`src/rtl/instr_encoder_pkg.sv`:
```
// Shared opcode/state/error definitions and the instruction word layout
// used by the encoder datapath and anything that needs to build words.
package instr_encoder_pkg;

   localparam int WORD_W = 9;

   typedef enum logic [3:0] {
      OP_NOP     = 4'b0000,
      OP_LD      = 4'b0001,
      OP_ST      = 4'b0010,
      OP_BNE     = 4'b0011,
      OP_ADD     = 4'b0100,
      OP_SUB     = 4'b0101,
      OP_AND     = 4'b0110,
      OP_OR      = 4'b0111,
      OP_XOR     = 4'b1000,
      OP_SHL     = 4'b1001,
      OP_HALT    = 4'b1010,
      OP_SHR     = 4'b1011,
      OP_BEQ     = 4'b1100,
      OP_JMP     = 4'b1101,
      OP_LDI     = 4'b1110,
      OP_ILLEGAL = 4'b1111
   } opcode_t;

   typedef enum logic [2:0] {
      S_IDLE,
      S_LOAD,
      S_DRAIN,
      S_DONE,
      S_ERROR
   } state_t;

   localparam logic [1:0] ERR_NONE     = 2'b00;
   localparam logic [1:0] ERR_ILLEGAL  = 2'b01;
   localparam logic [1:0] ERR_OVERFLOW = 2'b10;

   // bne has no use for field_b, so it is canonicalised to zero
   function automatic logic [WORD_W-1:0] pack_word(
      input logic [3:0] op,
      input logic [1:0] fb,
      input logic [2:0] fa
   );
      logic [1:0] b;
      b = (op == OP_BNE) ? 2'b00 : fb;
      return {op, b, fa};
   endfunction

endpackage

```
`src/rtl/instr_fifo.sv`:
```
// Small synchronous FIFO holding packed instruction words between the
// entry handshake and the instruction-memory write port.
module instr_fifo #(
   parameter int WIDTH = 9,
   parameter int DEPTH = 4
) (
   input  logic                    clk,
   input  logic                    rst,
   input  logic                    clear,
   input  logic                    push,
   input  logic                    pop,
   input  logic [WIDTH-1:0]        din,
   output logic [WIDTH-1:0]        dout,
   output logic                    full,
   output logic                    empty,
   output logic [$clog2(DEPTH):0]  count
);
   localparam int AW = $clog2(DEPTH);
   localparam logic [AW-1:0] PTR_ONE  = AW'(1);
   localparam logic [AW:0]   CNT_ONE  = (AW + 1)'(1);
   localparam logic [AW:0]   CNT_FULL = (AW + 1)'(DEPTH);

   logic [WIDTH-1:0] mem [DEPTH];
   logic [AW-1:0]    wr_ptr;
   logic [AW-1:0]    rd_ptr;
   logic             do_push;
   logic             do_pop;

   assign full    = (count == CNT_FULL);
   assign empty   = (count == '0);
   assign do_push = push && !full;
   assign do_pop  = pop && !empty;
   assign dout    = mem[rd_ptr];

   always_ff @(posedge clk) begin
      if (do_push && !clear) mem[wr_ptr] <= din;
   end

   always_ff @(posedge clk or posedge rst) begin
      if (rst) begin
         wr_ptr <= '0;
         rd_ptr <= '0;
         count  <= '0;
      end else if (clear) begin
         wr_ptr <= '0;
         rd_ptr <= '0;
         count  <= '0;
      end else begin
         if (do_push) wr_ptr <= wr_ptr + PTR_ONE;
         if (do_pop)  rd_ptr <= rd_ptr + PTR_ONE;
         if (do_push && !do_pop)      count <= count + CNT_ONE;
         else if (do_pop && !do_push) count <= count - CNT_ONE;
      end
   end

endmodule

```
`src/rtl/instr_encoder.sv`:
```
// Accepts opcode/field entries, packs them into 9-bit words and writes
// them to instruction memory in order until halt, overflow or error.
module instr_encoder
   import instr_encoder_pkg::*;
#(
   parameter int ADDR_W     = 8,
   parameter int FIFO_DEPTH = 4
) (
   input  logic              Clk,
   input  logic              Reset,
   input  logic              Start,
   input  logic              in_valid,
   output logic              in_ready,
   input  logic [3:0]        opcode,
   input  logic [1:0]        field_b,
   input  logic [2:0]        field_a,
   output logic              wr_en,
   output logic [ADDR_W-1:0] wr_addr,
   output logic [8:0]        wr_data,
   output logic              Done,
   output logic              Error,
   output logic [1:0]        err_code,
   output logic [ADDR_W:0]   instr_count
);
   localparam int CW = $clog2(FIFO_DEPTH) + 1;

   state_t            state;
   state_t            state_nxt;
   logic [1:0]        err_nxt;
   logic              accept;
   logic              push;
   logic              restart;
   logic              fifo_clear;
   logic              fifo_full;
   logic              fifo_empty;
   logic [WORD_W-1:0] packed_in;
   logic [WORD_W-1:0] head;
   logic [CW-1:0]     fifo_count;
   logic              head_halt;
   logic              at_top;
   logic              unused_count;

   assign accept     = in_valid && in_ready;
   assign push       = accept && (opcode != OP_ILLEGAL);
   assign restart    = Start && (state == S_IDLE || state == S_DONE ||
                                 state == S_ERROR);
   assign fifo_clear = restart || (state_nxt == S_ERROR);
   assign packed_in  = pack_word(opcode, field_b, field_a);
   assign head_halt  = (head[8:5] == OP_HALT);
   assign at_top     = (wr_addr == '1);
   assign unused_count = ^fifo_count;

   assign in_ready = (state == S_LOAD) && !fifo_full;
   assign wr_en    = (state == S_LOAD || state == S_DRAIN) && !fifo_empty;
   assign wr_data  = wr_en ? head : '0;
   assign Done     = (state == S_DONE);
   assign Error    = (state == S_ERROR);

   instr_fifo #(
      .WIDTH (WORD_W),
      .DEPTH (FIFO_DEPTH)
   ) u_fifo (
      .clk   (Clk),
      .rst   (Reset),
      .clear (fifo_clear),
      .push  (push),
      .pop   (wr_en),
      .din   (packed_in),
      .dout  (head),
      .full  (fifo_full),
      .empty (fifo_empty),
      .count (fifo_count)
   );

   always_ff @(posedge Clk or posedge Reset) begin
      if (Reset) state <= S_IDLE;
      else       state <= state_nxt;
   end

   always_comb begin
      state_nxt = state;
      err_nxt   = ERR_NONE;
      unique case (state)
         S_IDLE, S_DONE, S_ERROR: begin
            if (Start) state_nxt = S_LOAD;
         end
         S_LOAD: begin
            if (accept && opcode == OP_ILLEGAL) begin
               state_nxt = S_ERROR;
               err_nxt   = ERR_ILLEGAL;
            end else if (push && opcode == OP_HALT) begin
               state_nxt = S_DRAIN;
            end
         end
         S_DRAIN: begin
            if (wr_en && head_halt) state_nxt = S_DONE;
         end
         default: state_nxt = S_IDLE;
      endcase
      // the write at the last address still happens; only non-halt overflows
      if (wr_en && !head_halt && at_top) begin
         state_nxt = S_ERROR;
         err_nxt   = ERR_OVERFLOW;
      end
   end

   always_ff @(posedge Clk or posedge Reset) begin
      if (Reset) begin
         wr_addr     <= '0;
         instr_count <= '0;
         err_code    <= ERR_NONE;
      end else if (restart) begin
         wr_addr     <= '0;
         instr_count <= '0;
         err_code    <= ERR_NONE;
      end else begin
         if (wr_en) begin
            wr_addr     <= wr_addr + ADDR_W'(1);
            instr_count <= instr_count + (ADDR_W + 1)'(1);
         end
         if (state_nxt == S_ERROR && state != S_ERROR) err_code <= err_nxt;
      end
   end

endmodule

```
`config.mk`:
```
export PLATFORM = sky130hd
export DESIGN_NAME = instr_encoder
export DESIGN_NICKNAME = d
export VERILOG_FILES = /design/src/rtl/instr_encoder_pkg.sv /design/src/rtl/instr_fifo.sv /design/src/rtl/instr_encoder.sv
export SDC_FILE = /design/constraint.sdc
export NUM_CORES = 1
export LEC_CHECK = 0
export ABC_AREA = 1
export CORE_MARGIN = 2
export CORE_UTILIZATION = 35
export CTS_CLUSTER_DIAMETER = 30
export CTS_CLUSTER_SIZE = 24
export DETAILED_ROUTE_END_ITERATION = 6
export PLACE_DENSITY_LB_ADDON = 0.15
export SLEW_MARGIN = 10
export SYNTH_ARGS = -nofsm -noshare
export SYNTH_HDL_FRONTEND = slang
export SYNTH_SLANG_ARGS = --single-unit
```
`constraint.sdc`:
```
create_clock -name Clk -period 2.2 [get_ports Clk]
set_input_delay 0.33 -clock Clk [delete_from_list [all_inputs] [get_ports Clk]]
set_output_delay 0.33 -clock Clk [all_outputs]
set_load 0.05 [all_outputs]
```
== After elaboration in Yosys (flattened, before gate mapping) ==
Memories as Yosys holds them, arrays and structs flattened.
Index checks and enable logic that the tools add are counted.

* Add/subtract/negate cells: 6
* Eq/ne operators: 13
* Mux-type cells: 26
* Reductions and logical operators: 34

{| class="wikitable"
|+ Operator list
! cell !! count
|-
| $mux W9 || 3
|-
| $mux W3 || 8
|-
| $logic_and A1 B1 Y1 || 16
|-
| $mux W2 || 8
|-
| $mux W8 || 2
|-
| $eq A4 B4 Y1 const B || 3
|-
| $add A9 B1 Y9 const B || 1
|-
| $eq A3 B3 Y1 const B || 3
|-
| $pmux W3 S3 || 1
|-
| $add A8 B1 Y8 const B || 1
|-
| $eq A8 B8 Y1 const B || 1
|-
| $reduce_bool A2 Y1 || 4
|-
| $eq A3 B2 Y1 const B || 2
|-
| $logic_not A1 Y1 || 6
|-
| $logic_not A3 Y1 || 2
|-
| $add A2 B1 Y2 const B || 2
|-
| $eq A4 B2 Y1 const B || 1
|-
| $logic_or A1 B1 Y1 || 4
|-
| $mux W1 || 4
|-
| $ne A4 B4 Y1 const B || 1
|-
| $add A3 B1 Y3 const B || 1
|-
| $eq A3 B1 Y1 const B || 1
|-
| $ne A3 B3 Y1 const B || 1
|-
| $reduce_bool A3 Y1 || 1
|-
| other kinds (2) || 2
|}

* Flip-flop bits (word level): 29
* Bits in writable memories: 36
* Bits of input ports: 13
* Output and inout bits: 32
* Memories: 1

{| class="wikitable"
|+ Memory list
! memory !! depth !! bits a word !! read ports !! clocked after memory_dff !! write ports !! RTL line !! RTL
|-
| u_fifo.mem || 4 || 9 || 1 || 0 || 1 || instr_fifo.sv:23 || <nowiki>logic [WIDTH-1:0] mem [DEPTH];</nowiki>
|}

== Longest topological paths before layout ==
Gate-level depths: netlist (run 1).

* Depth after elaboration: 16
* Depth in mapped cells: 12
* Depth with buffers taken out: 12

== By module ==
From an unflattened synthesis (run 1), not the netlist that was laid out.

* Cell total of the unflattened synthesis: 353
* Area total of the unflattened synthesis: 3256.9 µm²

{| class="wikitable"
|+ Modules (own cells, without submodules)
! module !! instances !! cells an instance !! area an instance (µm²)
|-
| instr_fifo || 1 || 154 || 1835.5
|-
| instr_encoder || 1 || 199 || 1421.4
|}

== Worst setup path after synthesis (run 1) ==
No wires, ideal clock.

* Path type: flip-flop to flip-flop
* Start: register wr_addr[0]
* End: memory u_fifo.mem[0][0], enable pin
* Arrival: 1.848 ns
* Data required time: 1.826 ns
* Setup slack: -0.022 ns
* Cell stages (with the launch flop): 9
* Buffers on the path: 0
* Period minus slack after synthesis: 2.222 ns
* Cells stage by stage: dfrtp_1 -> ha_1 -> nand3_1 -> nor2_1 -> nand3_4 -> nand3_4 -> nor2_4 -> inv_2 -> nor2_1

* Longest elaborated chain between the ends: 9

{| class="wikitable"
|+ Ends and longest elaborated chain
! item !! RTL line !! RTL
|-
| start: declaration || instr_encoder.sv:18 || <nowiki>output logic [ADDR_W-1:0] wr_addr,</nowiki>
|-
| start signal: assignment || instr_encoder.sv:118 || <nowiki>wr_addr <= wr_addr + ADDR_W'(1);</nowiki>
|-
| $eq A8 B8 Y1 || instr_encoder.sv:50 || <nowiki>assign at_top = (wr_addr == '1);</nowiki>
|-
| $logic_and A1 B1 Y1 || instr_encoder.sv:101 || <nowiki>if (wr_en && !head_halt && at_top) begin</nowiki>
|-
| $mux W3 || instr_encoder.sv:101 ||
|-
| $eq A3 B3 Y1 || instr_encoder.sv:47 || <nowiki>assign fifo_clear = restart || (state_nxt == S_ERROR);</nowiki>
|-
| $logic_or A1 B1 Y1 || instr_encoder.sv:47 ||
|-
| $logic_not A1 Y1 || instr_fifo.sv:36 || <nowiki>if (do_push && !clear) mem[wr_ptr] <= din;</nowiki>
|-
| $logic_and A1 B1 Y1 || instr_fifo.sv:36 ||
|-
| $mux W1 || instr_fifo.sv:36 ||
|-
| $mux W1 (implied by the code) || instr_fifo.sv:36 ||
|-
| end: declaration || instr_fifo.sv:23 ||
|}

No other way between the ends.

== Worst setup path in the final report (run 1) ==
* Start: register state[1]
* End: output wr_data[6]

* Longest elaborated chain between the ends: 4

{| class="wikitable"
|+ Ends and longest elaborated chain
! item !! RTL line !! RTL
|-
| start: declaration || instr_encoder.sv:27 || <nowiki>state_t state;</nowiki>
|-
| start signal: assignment || instr_encoder.sv:77 || <nowiki>else state <= state_nxt;</nowiki>
|-
| $eq A3 B1 Y1 or $eq A3 B2 Y1 (tied branches) || instr_encoder.sv:54 || <nowiki>assign wr_en = (state == S_LOAD || state == S_DRAIN) && !fifo_empty;</nowiki>
|-
| $logic_or A1 B1 Y1 (*) || instr_encoder.sv:54 ||
|-
| $logic_and A1 B1 Y1 (*) || instr_encoder.sv:54 ||
|-
| $mux W9 (*) || instr_encoder.sv:55 || <nowiki>assign wr_data = wr_en ? head : '0;</nowiki>
|-
| end: declaration || instr_encoder.sv:19 || <nowiki>output logic [8:0] wr_data,</nowiki>
|}

Mark *: on every way between the ends. The rest lies on a longest branch, timed or not.

==> results.env, run 1 <==
OUTCOME='finished, final reports clean'
CTS.SINKS=65
FF2FF_PATH_DEPTH=13
YS_SEQ_AREA_SHARE_PCT=57.2
TIMING.SETUP.CRITICAL_PATH_CLASS='reg2out'
FIN_SKEW_NS=0.00878
LEAKAGE_uW=0.00185
PATH_CLK_SLEW_NS=0.08
DIEWIDTH_MICRONS=99.0
DRT-VIAS-PER-INSTANCE=4.66
FLOW.AREA_GROWTH_FROM_SYNTHESIS_PCT=33.3
CTS-ROOT-BUF='clkbuf_8'
LAUNCH_INSTANCE_OF_THE_WORST_REGISTER_TO_REGISTER_PATH='u_fifo.rd_ptr[0]'
POWER.CLOCK.FRACTION_PCT=18.8
CP_MAX_FO=13
CORE.ROWCOUNT=34
HOLD_FIX_BUFFERS_CTS=0
TOTAL_COUNT_OF_HOLD_CHECK_FAILURES_IN_THE_FINAL_REPORT=0
GRT_MAX_DEGREE=30
R2R_END='u_fifo.mem[1][0]'
CRITPATHLAUNCHTYPE='flip-flop'
DIE_AREA_SQ_UM=9800
PORT-BUFFER-COUNT=44
FRACTION_OF_THE_CYCLE_THE_FINAL_WORST_PATH_NEEDS_PCT=95.1
POST_CTS.REPAIR.SETUP_BUFFERS=0
SEQ_POWER_SHARE_PCT=28.1
SYNTH_AREA_SQ_UM=3160
SYNTHESIS.NETS=363
CORE-AREA_SQ_UM=8720
CTS_BUFFER_DEPTH=2
FIN_NETS=444
P_INT_uW=3330
SYNTH.AVG_CELL_AREA_SQ_UM=9.21
FINALWIRELENGTH_MICRONS=7080
DIE_H_MICRONS=99.0
WORST_SKEW_LATE_LATENCY_NS=0.35
DRIVE_GT1_SHARE_PCT=20.7
TOTAL_SWITCHING_POWER_uW=2760
SYN-INSTANCE-COUNT=343
COMB_POWER_SHARE_PCT=53.1
GRT_UTIL_ALL_LAYERS_PCT=15.3
GLOBALROUTE.TOTALOVERFLOW=0
FINAL_CORE_OCC_PCT=48.3
SLEW_VIOLATIONS=0
CTS_TREE='built'
VDD_IR_DROP_MAX_uV=695
FINAL_ANTENNA_NET_COUNT=0
HTREE_LEVELS=3
GRT_SETUP_UNREPAIRED='true'
PLACE_CONGESTION=0.786
CTS_INSERTED_BUFFERS=9
CAP_VIOL_MAX_COUNT=0
N_ANTENNA_CELL=0
POWER_uW=6090
DRT_FIRST_PASS_ITERS=4
SETUP_VIOL=0
HP-CLASS='in2async'
WL_PER_CELL_MICRONS=13.2
SEQ_CELLS_POST_SYNTH=65
PERIOD_MINUS_SLACK_NS=2.09
NUMBER_OF_GLOBAL_ROUTE_VIAS_BEFORE_REPAIR=2428
PRE_CTS_SLACK_NS=-0.190
WORSTMARGINPINSLEW_NS=0.504
FIRST_PASS_GRT_WIRE_LENGTH_MICRONS=11700
DRC=0
POWER_DENSITY_nW_PER_UM2=1450
ACHIEVABLE_CLOCK_FREQUENCY_MHz=478
HPWLAFTERDP_MICRONS=5010
WORST_SLACK_NS=0.108
REGTOREGSETUPSLACK_NS=0.13
WORSTSETUPENDPOINTTYPE='output pin'
SWSHARE_PCT=45.3
INITIAL_UTILIZATION_PCT=36.2
NUM_IO_PINS=45
SYNTH.DISTINCT_CELLS=32
DR.FIRST_ITER.DRC_COUNT=113
SLEW_HEADROOM_PCT=66.3
VIAS=2505
CP.ARRIVAL_NS=1.76
YOSYSWARNINGS=0
WORST_EP_REQUIRED_TIME_NS=1.87
GRT_ANTENNA_BEFORE_REPAIR=0
==> sequential cells by signal, indices dropped and copies added (netlist names) <==
| register | cells |
|---|---|
| u_fifo.wr_ptr | 2 |
| wr_addr | 8 |
| err_code | 2 |
| instr_count | 9 |
| state | 3 |
| u_fifo.count | 3 |
| u_fifo.rd_ptr | 2 |
| u_fifo.mem | 36 |
==> placed cells by master (no fill, tap or decap), types with 3 or more instances in the layout <==
cell             netlist  routed
buf_4                  2      39
clkdlybuf4s50_1        0      31
clkbuf_8               0       9
inv_2                  5       5
xor2_1                 5       5
dfrtp_1               29      29
a21oi_1               17      15
nand4_1                4       4
nor2_2                 5       7
nor2_1                52      49
inv_1                 47      47
o21ai_0               20      20
nor3_2                 4       5
edfxtp_1              36      36
nand2_1               64      63
a31oi_1                3       3
nor3_1                 4       3
buf_6                  1       4
ha_1                   6       6
buf_12                 0       3
nand3_1               20      20
==> worst max-delay path: stages, from the launching register on <==
cell	delay (ns)
dfrtp_1	0.42
inv_2	0.07
nand3_1	0.13
nand2_1	0.14
nand2_4	0.12
buf_6	0.18
nor2_1	0.16
buf_6	0.19
==> final cells by class <==
type | count | area [sq um]
clock buffers | 9 | 124
inverters | 54 | 205
fillers | 811 | 4510
flip-flops and latches | 65 | 1810
well taps | 108 | 135
clock inverters | 7 | 93.8
repair buffers | 77 | 708
multi-input cells | 217 | 1140
==> worst max path at each step <==
stage | startpoint | end | slack, ns | depth (start not counted)
CTS | state[1] | wr_data[6] | 0.005 | 7
finish | state[1] | wr_data[6] | 0.11 | 7
global placement | opcode[0] | u_fifo.count[2] | -0.19 | 12
detailed placement | opcode[0] | u_fifo.count[2] | -0.19 | 12
global route | u_fifo.rd_ptr[0] | u_fifo.mem[0][6] | -0.01 | 13
floorplan | wr_addr[0] | u_fifo.mem[0][0] | -0.02 | 8
==> stage by stage <==
step           hold WS (ns)  TNS, ns  cells  cell area, sq um
2_1_floorplan         0.408   -0.790    343              3160
3_3_place_gp          0.462   -0.192    520              3940
3_5_place_dp          0.468   -0.194    520              3940
4_1_cts               0.364        0    536              4170
5_1_grt               0.408  -0.0374    537              4210
6_report              0.347        0    537              4210
==> power by group through the flow <==
stage	Clock [uW]	Sequential [uW]	Combinational, uW
CTS	1160	1720	3180
floorplan	0	1970	1820
finish	1140	1710	3230
global route	1210	1750	3520
detailed placement	0	1740	3140
global placement	0	1740	3120
==> synth_stat cells <==
cell type | number | area, sq um
a211oi_1 | 1 | 7.51
a21oi_1 | 17 | 85.1
a31oi_1 | 3 | 18.8
buf_2 | 1 | 5.00
buf_4 | 2 | 15.0
buf_6 | 1 | 11.3
clkbuf_1 | 3 | 11.3
clkinv_1 | 1 | 3.75
dfrtp_1 | 29 | 726
edfxtp_1 | 36 | 1080
fa_1 | 1 | 20.0
ha_1 | 6 | 75.1
inv_1 | 47 | 176
inv_2 | 5 | 18.8
inv_4 | 1 | 6.26
nand2_1 | 64 | 240
nand2_2 | 2 | 12.5
nand3_1 | 20 | 100
nand3_4 | 2 | 35.0
nand3b_1 | 2 | 15.0
nand4_1 | 4 | 25.0
nor2_1 | 52 | 195
nor2_2 | 5 | 31.3
nor2_4 | 1 | 11.3
nor3_1 | 4 | 20.0
nor3_2 | 4 | 40.0
nor3b_1 | 1 | 7.51
o21ai_0 | 20 | 100
o21ai_1 | 1 | 5.00
o21ai_2 | 1 | 8.76
o31ai_1 | 1 | 7.51
xor2_1 | 5 | 43.8
==> layer usage <==
| layer | global-route usage, % | routed length (microns) | vias to the layer above |
|---|---|---|---|
| met1 | 22.5 | 3570 | 1173 |
| met3 | 2.41 | 205 | 13 |
| met2 | 22.1 | 3150 | 45 |
| met4 | 7.48 | 146 | 0 |
| met5 | 0 | 0 | - |
| li1 | - | - | 1274 |
==> what timing repair did <==
action                                  in CTS  in global routing
cloned                                       0                  1
pin swaps                                    0                  1
gates resized for setup                      3                 11
endpoints found under the setup margin       3                 42
==> kinds of logic (layout without fill, tap and decap cells) <==
| logic type | count (synthesis) | in the layout | synth area share, % |
|---|---|---|---|
| fa+ha+maj | 7 | 7 | 3.01 |
| buf+inv | 61 | 147 | 7.84 |
| simple gates | 161 | 161 | 23.2 |
| xor+xnor | 5 | 5 | 1.39 |
| compound gates | 44 | 44 | 7.37 |
| flops | 65 | 65 | 57.2 |
Power figures use the tool's default switching activity.
==> run 2, diff against run 1 <==
- MAX_ROUTING_LAYER: not set -> met4
==> run 2 against run 1 <==
- final area is the same
- utilization stayed put
- non-clock buffer count unchanged
- hold slack barely moved
- first-iteration DRC count is 8.8% lower
- critical endpoint unchanged
- highest routed layer unchanged
==> results.env, run 2 (same netlist as run 1, synthesis figures left out) <==
CTS_BUFFER_DEPTH=2  # unchanged
CTS.SINKS=65  # unchanged
SETUP_VIOL=0  # unchanged
REGISTERS_WITH_THE_HIGHEST_FLIP_FLOP_COUNTS='u_fifo.mem x36, instr_count x9, wr_addr x8'
GRT_SETUP_UNREPAIRED='true'
TOTAL_SWITCHING_POWER_uW=2760  # about the same
FINAL.FILL_COUNT=811  # unchanged
GRT_UTIL_ALL_LAYERS_PCT=15.8  # +0.48 points
VDD_IR_DROP_MAX_uV=694  # -0.10%
SLEW_VIOLATIONS=0  # unchanged
FIN_SKEW_NS=0.00911  # +0.000333 ns
FLOW.AREA_GROWTH_FROM_SYNTHESIS_PCT=33.3  # unchanged
FINALWIRELENGTH_MICRONS=7090  # +0.13%
DRC=0  # unchanged
DRT-VIAS-PER-INSTANCE=4.65  # -0.24%
POWER_DENSITY_nW_PER_UM2=1450  # about the same
WORSTMARGINPINSLEW_NS=0.504  # unchanged
CRITPATHLAUNCHTYPE='flip-flop'
SEQ_POWER_SHARE_PCT=28.2  # about the same
DRT_FIRST_PASS_ITERS=4  # unchanged
TOP_SIGNAL_LAYER_USED='met4'
LEAKAGE_uW=0.00185  # unchanged
MET3WIRELENGTH_MICRONS=209  # +2.0%
OUTCOME='finished, final reports clean'
DR.FIRST_ITER.DRC_COUNT=103  # -8.8%
HTREE_LEVELS=3  # unchanged
DIEWIDTH_MICRONS=99.0  # unchanged
WL_PER_CELL_MICRONS=13.2  # +0.13%
HOLD-WORST-SLACK_NS=0.347  # -0.0000850 ns
CORE.ROWCOUNT=34  # unchanged
DIE_AREA_SQ_UM=9800  # unchanged
CP.ARRIVAL_NS=1.77  # about the same
INITIAL_UTILIZATION_PCT=36.2  # unchanged
SWSHARE_PCT=45.3  # about the same
CTS-ROOT-BUF='clkbuf_8'
NUMBER_OF_GLOBAL_ROUTE_VIAS_BEFORE_REPAIR=2426  # -0.082%
N_ANTENNA_CELL=0  # unchanged
GLOBALROUTE.TOTALOVERFLOW=0  # unchanged
FIN_NETS=444  # unchanged
DIE_H_MICRONS=99.0  # unchanged
PERIOD_MINUS_SLACK_NS=2.10  # +0.00701 ns
MULTIINPUTGATEAREA_SQ_UM=1140  # unchanged
MOSTFREQUENTLAYOUTCELL='nand2_1'
CAP_VIOL_MAX_COUNT=0  # unchanged
PLACE_CONGESTION=0.797  # +1.4%
CORE-AREA_SQ_UM=8720  # unchanged
WORST_PATH_LARGEST_CELL_DELAY_NS=0.42  # about the same
TIMING.SETUP.CRITICAL_PATH_CLASS='reg2out'
DRIVE_GT1_SHARE_PCT=20.7  # unchanged
PRE_CTS_SLACK_NS=-0.190  # unchanged
WORSTSETUPENDPOINTTYPE='output pin'
HIGHEST_DELAY_CELL_ALONG_THE_CRITICAL_PATH='dfrtp_1'
CP_COMMON_CELL='buf_6'
CPLARGESTDELAYFAMILY='simple AND/OR/NAND/NOR gates'
CP_MAX_FO=13  # unchanged
WORST_EP_REQUIRED_TIME_NS=1.87  # about the same
FINAL_CELL_MIX='nand2_1, nor2_1, inv_1'
FRACTION_OF_THE_CYCLE_THE_FINAL_WORST_PATH_NEEDS_PCT=95.4  # +0.32 points
HPWLAFTERDP_MICRONS=5010  # unchanged
PATH_CLK_SLEW_NS=0.08  # about the same
CTS_TREE='built'
LARGEST_REGISTER='u_fifo.mem'
ROUTE.LAYER.MET1.WL_MICRONS=3580  # +0.20%
GRT_ANTENNA_BEFORE_REPAIR=0  # unchanged
POWER_uW=6090  # about the same
PORT-BUFFER-COUNT=44  # unchanged
POWER.CLOCK.FRACTION_PCT=18.7  # about the same
SLEW_HEADROOM_PCT=66.3  # unchanged
CRIT_BUF_INV=3  # unchanged
TOTAL_COUNT_OF_HOLD_CHECK_FAILURES_IN_THE_FINAL_REPORT=0  # unchanged
COMB_POWER_SHARE_PCT=53.1  # about the same
CELL_CHAIN_OF_THE_CRITICAL_PATH='inv_2, nand3_1, nand2_1, nand2_4, buf_6, nor2_1, buf_6'
DETAILROUTE.WIRELENGTH.MET2_MICRONS=3150  # about the same
VIAS=2499  # -0.24%
FINAL_CORE_OCC_PCT=48.3  # unchanged
NUM_IO_PINS=45  # unchanged
FINAL_ANTENNA_NET_COUNT=0  # unchanged
P_INT_uW=3330  # about the same
LARGEST_REGISTER_FF_COUNT=36  # unchanged
CTS_INSERTED_BUFFERS=9  # unchanged
SEQUENTIAL_CELL_AREA_SQ_UM=1810  # unchanged
WORST_SKEW_LATE_LATENCY_NS=0.35  # about the same
ACHIEVABLE_CLOCK_FREQUENCY_MHz=476  # -0.33%
GRT_MAX_DEGREE=30  # unchanged
WORST_SLACK_NS=0.101  # -0.00701 ns
FIRST_PASS_GRT_WIRE_LENGTH_MICRONS=11700  # about the same
HP-CLASS='in2async'
-- run 2: cell counts in the layout (fill, tap and decap cells not counted) --
Identical to the previous run, type by type.
-- run 2: final cells by class --
| type | instances | share of cell area (%) |
|---|---|---|
| Inverter | 54 | 4.87 |
| Clock buffer | 9 | 2.94 |
| Sequential cell | 65 | 42.9 |
| Tap cell | 108 | 3.21 |
| Multi-Input combinational cell | 217 | 27.0 |
| Clock inverter | 7 | 2.23 |
| Timing Repair Buffer | 77 | 16.8 |
-- run 2: worst paths after layout --
path                                   from                to  slack [ns]  cells past startpoint
max in group asynchronous             Reset    instr_count[0]        1.57                      3
hold / removal                        Reset    instr_count[8]        0.35                      3
min in group Clk                err_code[1]       err_code[1]        0.48                      2
hold reg to reg                 err_code[1]       err_code[1]        0.48                      2
setup / recovery                   state[1]        wr_data[6]        0.10                      7
setup reg to reg           u_fifo.rd_ptr[0]  u_fifo.mem[1][0]        0.13                     13
-- run 2: routing by layer --
layer / GRT usage (%) / vias up
met5: - / -
met4: 7.48 / 0
met3: 2.41 / 13
met2: 22.2 / 46
met1: 22.5 / 1165
li1: - / 1275
-- run 2: tightest hold or removal path, cell delays in order --
cell,delay (ns)
clkdlybuf4s50_1,0.39
inv_1,0.05
buf_4,0.34
-- run 2: what timing repair did --
action | in CTS | in global routing
gates cloned | 0 | 1
resized for setup | 3 | 11
setup buffers | 0 | 0
hold buffers | 0 | 0
setup endpoints to repair | 3 | 42
hold endpoints to repair | 0 | 0
pin swaps | 0 | 1
-- run 2: power groups by stage --
| stage | combinational, uW | sequential [uW] | clock (uW) |
|---|---|---|---|
| floorplan | 1820 | 1970 | 0 |
| global placement | 3120 | 1740 | 0 |
| detailed placement | 3140 | 1740 | 0 |
| CTS | 3180 | 1720 | 1160 |
| global route | 3520 | 1750 | 1210 |
| finish | 3230 | 1710 | 1140 |
-- run 2: stage by stage --
step | cells | cell area, sq um | TNS (ns)
after floorplan | 343 | 3160 | -0.790
after global placement | 520 | 3940 | -0.192
after detailed placement | 520 | 3940 | -0.194
final | 537 | 4210 | 0
after global routing | 537 | 4210 | -0.0374
after CTS | 536 | 4170 | 0
